[src/rtl/rx_frame_receiver.sv]
// Serial frame receiver: hunts for a rising start edge, samples NBIT data bits
// MSB first at mid-bit using the shared ce tick, and checks the low stop bit.
module rx_frame_receiver #(
    parameter int NP   = 8,
    parameter int NBIT = 8
) (
    input  logic            clk,
    input  logic            rst,
    input  logic            ce,
    input  logic            rx,
    output logic [NBIT-1:0] dat,
    output logic            ok,
    output logic            err,
    output logic            ce_bit,
    output logic            en_rx
);

    localparam int TW = $clog2(NP);
    localparam int BW = $clog2(NBIT + 1);

    typedef enum logic [1:0] {
        IDLE,
        START,
        DATA,
        STOP
    } state_t;

    state_t          state;
    logic            rx_m;
    logic            rx_s;
    logic            rx_p;
    logic [TW-1:0]   cb_tick;
    logic [BW-1:0]   cb_bit;
    logic [NBIT-1:0] sh;
    logic [NBIT:0]   sh_ext;
    logic            rise;

    // Concatenating through a wider vector keeps the shift legal for NBIT == 1.
    assign sh_ext = {sh, rx_s};
    assign rise   = rx_s & ~rx_p;

    always_ff @(posedge clk) begin
        if (rst) begin
            state   <= IDLE;
            rx_m    <= 1'b0;
            rx_s    <= 1'b0;
            rx_p    <= 1'b0;
            cb_tick <= '0;
            cb_bit  <= '0;
            sh      <= '0;
            dat     <= '0;
            ok      <= 1'b0;
            err     <= 1'b0;
            ce_bit  <= 1'b0;
            en_rx   <= 1'b0;
        end else begin
            rx_m   <= rx;
            rx_s   <= rx_m;
            rx_p   <= rx_s;
            ok     <= 1'b0;
            err    <= 1'b0;
            ce_bit <= 1'b0;

            case (state)
                IDLE: begin
                    if (rise) begin
                        state   <= START;
                        cb_tick <= '0;
                        en_rx   <= 1'b1;
                    end
                end

                // A start bit that has already dropped at its midpoint is a glitch.
                START: begin
                    if (ce) begin
                        if (cb_tick == TW'(NP / 2 - 1)) begin
                            ce_bit  <= 1'b1;
                            cb_tick <= '0;
                            cb_bit  <= '0;
                            if (rx_s) begin
                                state <= DATA;
                            end else begin
                                state <= IDLE;
                                en_rx <= 1'b0;
                            end
                        end else begin
                            cb_tick <= cb_tick + TW'(1);
                        end
                    end
                end

                DATA: begin
                    if (ce) begin
                        if (cb_tick == TW'(NP - 1)) begin
                            ce_bit  <= 1'b1;
                            sh      <= sh_ext[NBIT-1:0];
                            cb_tick <= '0;
                            cb_bit  <= cb_bit + BW'(1);
                            if (cb_bit == BW'(NBIT - 1)) begin
                                state <= STOP;
                            end
                        end else begin
                            cb_tick <= cb_tick + TW'(1);
                        end
                    end
                end

                STOP: begin
                    if (ce) begin
                        if (cb_tick == TW'(NP - 1)) begin
                            ce_bit  <= 1'b1;
                            cb_tick <= '0;
                            state   <= IDLE;
                            en_rx   <= 1'b0;
                            if (!rx_s) begin
                                dat <= sh;
                                ok  <= 1'b1;
                            end else begin
                                err <= 1'b1;
                            end
                        end else begin
                            cb_tick <= cb_tick + TW'(1);
                        end
                    end
                end

                default: begin
                    state <= IDLE;
                    en_rx <= 1'b0;
                end
            endcase
        end
    end

endmodule

[config.mk]
export PLATFORM = sky130hd
export DESIGN_NAME = rx_frame_receiver
export DESIGN_NICKNAME = d
export VERILOG_FILES = /design/src/rtl/rx_frame_receiver.sv
export SDC_FILE = /design/constraint.sdc
export NUM_CORES = 1
export LEC_CHECK = 0
export CAP_MARGIN = 30
export CELL_PAD_IN_SITES_DETAIL_PLACEMENT = 1
export CELL_PAD_IN_SITES_GLOBAL_PLACEMENT = 1
export CORE_MARGIN = 2
export CORE_UTILIZATION = 30
export CTS_CLUSTER_DIAMETER = 60
export CTS_CLUSTER_SIZE = 8
export DETAILED_ROUTE_END_ITERATION = 10
export GPL_TIMING_DRIVEN = 0
export PLACE_DENSITY_LB_ADDON = 0.2
export SYNTH_ARGS = -nofsm -noshare
export SYNTH_HDL_FRONTEND = slang
export SYNTH_SLANG_ARGS = --single-unit
[constraint.sdc]
create_clock -name clk -period 2.45 [get_ports clk]
set_input_delay 0.49 -clock clk [delete_from_list [all_inputs] [get_ports clk]]
set_output_delay 0.49 -clock clk [all_outputs]
set_load 0.1 [all_outputs]
==> metrics.cfg, run 1 <==
[die]
dieHeight_um=73.3
die_area_mm2=0.00537
initial_core_util_pct=30.9
fp-row-count=25
core_mm2=0.00466
io_pins=16
die_w_um=73.3

[finish]
design_area_mm2=0.00175
synthToLayoutAreaGrowth_pct=21.5
diodes=0
nets=192
drive_gt1_share_pct=14.2
layout.cells.non_filler=237
fin_util_pct=37.6

[timing]
grt_setup_unrepaired=no
final.setup.tns_ps=0
relSlewSlack_pct=35.2
fin_crit_sh_pct=92.6
setup_viol=0
max_freq_mhz=441
worst-slew-pin-transition_ps=969
fin_crit_ps=2270
slew_violations=0
finalHoldViolations=0
clock_skew_ps=3.74

[clock_tree]
clock-sinks=32
numCtsBuffers=5
htreeDepth=2
clock_latency_ps=290
clock_path_buffers=2
post_cts_buffers=0
cts_root_buf=clkbuf_8
post_cts_resized=0
cts.reportedPaths.clkPinSlew_ps=70
cts_tree=yes
postCtsHoldBufs=0

[synthesis]
synth.top_cell.area_share_pct=44.5
yosys_warnings=0
synth_seq_cells=32
synth_edf_count=0
synth_flop_cell=dfxtp_1
avgSynthCellArea_um2=9.00
ys_types=38
post-synth-top-area-cell=dfxtp_1
synth_area_leaders=dfxtp_1, a21oi_1, ha_1, nand2_1, nand3_1
ys_async_sr_fraction_pct=0
yosys-top-cells-count=dfxtp_1, a21oi_1, nand2_1
synthesis.area_mm2=0.00144
syn_inst=160
yosysMostFrequentCell=dfxtp_1
synth-seq-area-share_pct=44.5
syn_nets=170

[critical_path]
end_kind=primary output
worstPathArrival_ps=1780
crit_slowest_cell=clkdlybuf4s50_1
r2r-end=cb_bit[2]
cp_top_family=buffers and inverters
critical_path_required_ps=1960
path_buf_inv=1
critical_path.startpoint_type=flip-flop
path_cells=clkdlybuf4s50_1
r2r_cells=6
regToRegStartpoint=cb_tick[0]
criticalPathCategory=flip-flop to primary output
critPathLaunch=en_rx
reg2reg_slack_ps=600
crit_fanout=3
max_stage_delay_ps=1140

[placement]
portBuffers=15
dp.cells=229
dpl_cell_area_mm2=0.00166
dpl.hpwl_um=2500
gp_congestion=0.811

[grt]
grt_max_degree=11
grt_pass1_vias=1218
grt_overflow=0
antenna_found_initial=0
globalRouteTotalUtil_pct=14.8
grt_pass1_wl_um=5900

[drt]
routed-via-count=1210
drc_errors=0
wl_um=3480
via_per_inst=5.11
dr.pass1.iters=4
ant_nets=0
drt_iter0_drc=58
wl_per_cell_um=14.7

[power_and_ir_drop]
p_leak_nw=0.631
power_density_mw_per_mm2=575
ir_drop_mv=0.269
p_total_mw=1.01

[min_path]
min_to=rx_s
hold_depth=1
hold_class=flip-flop to flip-flop
min_from=rx_m

[run]
drv_cap=0

[run_status]
outcome=finished clean

kinds of logic after synthesis:
group / count (synthesis) / share of synthesized area [%]
AND/OR/NAND/NOR: 63 / 25.7
buffers and inverters: 15 / 5.82
flip-flops: 32 / 44.5
AO/OA/AOI/OAI: 41 / 16.2
adder cells (fa/ha/maj): 6 / 5.21
multiplexers: 3 / 2.61
state kept, by name, indices dropped and copies added (netlist names), named ones only:
signal / count
cb_bit: 4
ok: 1
dat: 8
ce_bit: 1
cb_tick: 3
rx_s: 1
rx_p: 1
sh: 8
en_rx: 1
state: 1
err: 1
rx_m: 1
placed cells by master (no fill, tap or decap), types with 2 or more instances in the layout:
cell type        instances
nor2_1                   3
nand2b_1                 5
nor2b_1                  2
nand2_1                 20
buf_4                    4
nor3b_1                  2
nand3_1                 12
buf_2                    4
clkdlybuf4s50_1         15
clkbuf_8                 6
o21ai_0                 10
nand4b_1                 2
a21oi_1                 23
mux2_2                   2
clkinv_2                 2
nor3_1                   7
ha_1                     6
dfxtp_1                 32
buf_1                    2
inv_1                    2
and4b_1                  2
through the flow:
step | setup WS [ps] | hold slack, ps
6_report | 181 | 453
4_1_cts | 165 | 457
2_1_floorplan | 763 | 414
3_5_place_dp | 389 | 444
5_1_grt | 124 | 471
3_3_place_gp | 430 | 423
report_power, final:
group | switching, mW | total, mW | internal [mW]
combinational | 0.0347 | 0.0556 | 0.0209
sequential | 0.00571 | 0.532 | 0.526
clock | 0.196 | 0.420 | 0.224
total | 0.236 | 1.01 | 0.771
per-layer routing:
| layer | global-route usage (%) | vias to the layer above | wire, µm |
|---|---|---|---|
| li1 | - | 610 | - |
| met1 | 19.4 | 580 | 1690 |
| met2 | 22.8 | 13 | 1630 |
| met3 | 4.12 | 7 | 104 |
| met4 | 6.17 | 0 | 63 |
| met5 | 0 | - | 0 |
how the worst max path moves through the flow:
stage,endpoint,cells past startpoint
CTS,en_rx,1
floorplan,cb_bit[2],6
detailed placement,cb_bit[2],6
finish,en_rx,1
global placement,cb_bit[2],6
global route,en_rx,1
cell type report:
| cell class | instances | area [µm²] |
|---|---|---|
| buffer | 12 | 72.6 |
| clock buffer | 6 | 82.6 |
| clock inverter | 2 | 10.0 |
| fill | 548 | 2910 |
| inverter | 3 | 11.3 |
| multi-input combinational | 113 | 716 |
| sequential | 32 | 641 |
| tap | 54 | 67.6 |
| timing repair buffer | 15 | 150 |
Note: power is estimated with default switching activity, not from simulation.
==> inputs of run 2 (changes only) <==
--- a/config.mk
+++ b/config.mk
@@ -8,7 +8,7 @@
 export CAP_MARGIN = 30
 export CELL_PAD_IN_SITES_DETAIL_PLACEMENT = 1
 export CELL_PAD_IN_SITES_GLOBAL_PLACEMENT = 1
-export CORE_MARGIN = 2
+export CORE_MARGIN = 1
 export CORE_UTILIZATION = 30
 export CTS_CLUSTER_DIAMETER = 60
 export CTS_CLUSTER_SIZE = 8
==> run 2 against run 1 <==
Worst hold slack worse by 8.3 ps. Sequential cell count unchanged. Sequential power about the same. Critical path type unchanged. Largest power group unchanged. Highest routed layer unchanged. Global-route usage up 1.5 points. Clock power up 3%. Die area down 5.4%. Clock skew up 2.2 ps. The run now ends with DRC left. Critical path depth unchanged. Setup slack worse by 3.1 ps. Sequential share of layout area about the same. Register-to-register slack about the same. Power up 1.5%.
==> metrics.cfg, run 2 (synthesis results as in run 1) <==
[drt]
ant_nets=0
drt_iter0_drc=76
drc_errors=1
via_per_inst=5.29
wl_um=3600
dr.pass1.iters=7
wl_per_cell_um=15.4
routed-via-count=1238

[finish]
reg_top3=dat (8), sh (8), cb_bit (4)
final_common_cell=dfxtp_1
design_area_mm2=0.00175
fin_util_pct=39.1
register_area_um2=641
final_cell_mix=dfxtp_1, a21oi_1, nand2_1
drive_gt1_share_pct=13.7
synthToLayoutAreaGrowth_pct=21.6
diodes=0
fillCellCount=535
layout.cells.non_filler=234
multi_input_area_um2=716
nets=192

[power_and_ir_drop]
p_comb_share_pct=5.4
internal_power_uw=797
switching_power_uw=225
ir_drop_mv=0.208
p_seq_share_pct=52.1
p_sw_share_pct=22.0
p_total_mw=1.02
pwr-share-clk_pct=42.5
p_leak_nw=0.630
power_density_mw_per_mm2=583

[timing]
setup_viol=0
slew_violations=0
max_freq_mhz=440
finalHoldViolations=0
fin_crit_ps=2270
relSlewSlack_pct=35.0
holdWs_ps=444
grt_setup_unrepaired=no
clock_skew_ps=5.97
final.setup.tns_ps=0
fin_crit_sh_pct=92.7
worst-slew-pin-transition_ps=973
layout_setup_ws_ps=178

[die]
core_mm2=0.00447
fp-row-count=24
die_w_um=71.3
die_area_mm2=0.00508
dieHeight_um=71.3
initial_core_util_pct=32.2
io_pins=16

[placement]
dpl.hpwl_um=2570
place_ws_ps=421
portBuffers=15
gp_congestion=0.741
dpl_cell_area_mm2=0.00166
dp.cells=227

[grt]
globalRouteTotalUtil_pct=16.3
grt_pass1_wl_um=6310
grt_overflow=0
grt_max_degree=11
grt_pass1_vias=1302
antenna_found_initial=0

[clock_tree]
postCtsHoldBufs=0
cts.reportedPaths.clkPinSlew_ps=60
cts_root_buf=clkbuf_8
post_cts_resized=0
clock-sinks=32
post_cts_buffers=0
numCtsBuffers=5
cts_tree=yes
clock_path_buffers=2
htreeDepth=2
clock_latency_ps=280

[run_status]
violations=DRC
outcome=complete, but fails checks

[critical_path]
criticalPathCategory=flip-flop to primary output
path_cells=clkdlybuf4s50_1
path_buf_inv=1
end_kind=primary output
crit_slowest_cell=clkdlybuf4s50_1
crit_fanout=3
worstPathArrival_ps=1780
max_stage_delay_ps=1140
critical_path_required_ps=1960
critical_path.startpoint_type=flip-flop
cp_top_family=buffers and inverters

[min_path]
hold_class=flip-flop to flip-flop

[run]
drv_cap=0

run 2: area by class of cell:
type | instances | area share (%)
timing repair buffer | 15 | 8.57
clock buffer | 7 | 5.50
inverter | 3 | 0.643
sequential | 32 | 36.6
multi-input combinational | 113 | 40.9
tap | 52 | 3.71
buffer | 12 | 4.14
run 2: final timing paths:
| check | start | endpoint | slack (ps) | depth (start not counted) |
|---|---|---|---|---|
| worst max register to register | cb_tick[0] | cb_bit[2] | 600 | 6 |
| worst min register to register | rx_m | rx_s | 440 | 1 |
| worst min-delay path | rx_m | rx_s | 440 | 1 |
| worst max-delay path | en_rx | en_rx | 180 | 1 |
run 2: power by group through the flow:
| stage | Combinational, mW | Clock [mW] | Sequential (mW) |
|---|---|---|---|
| finish | 0.0554 | 0.434 | 0.532 |
| global route | 0.0617 | 0.471 | 0.533 |
| CTS | 0.0563 | 0.446 | 0.532 |
| detailed placement | 0.0560 | 0 | 0.544 |
| global placement | 0.0542 | 0 | 0.543 |
| floorplan | 0.0325 | 0 | 0.548 |
run 2: metal layers:
metal | vias up | share of wire [%] | global-route usage [%]
met3 | 6 | 2.6 | 4.36
met1 | 611 | 48 | 20.9
met5 | - | 0 | 0
met4 | 0 | 1.4 | 6.67
li1 | 606 | - | -
met2 | 15 | 48 | 26.0
run 2: worst register-to-register path, delay by kind of cell, from the launching register on:
kind                       cells  cell delay, ps
and+or+nand+nor                1             240
DFF                            1             320
muxes                          1             310
adders and majority gates      2             540
buffers and inverters          1             170
AOI/OAI and AO/OA              1             160
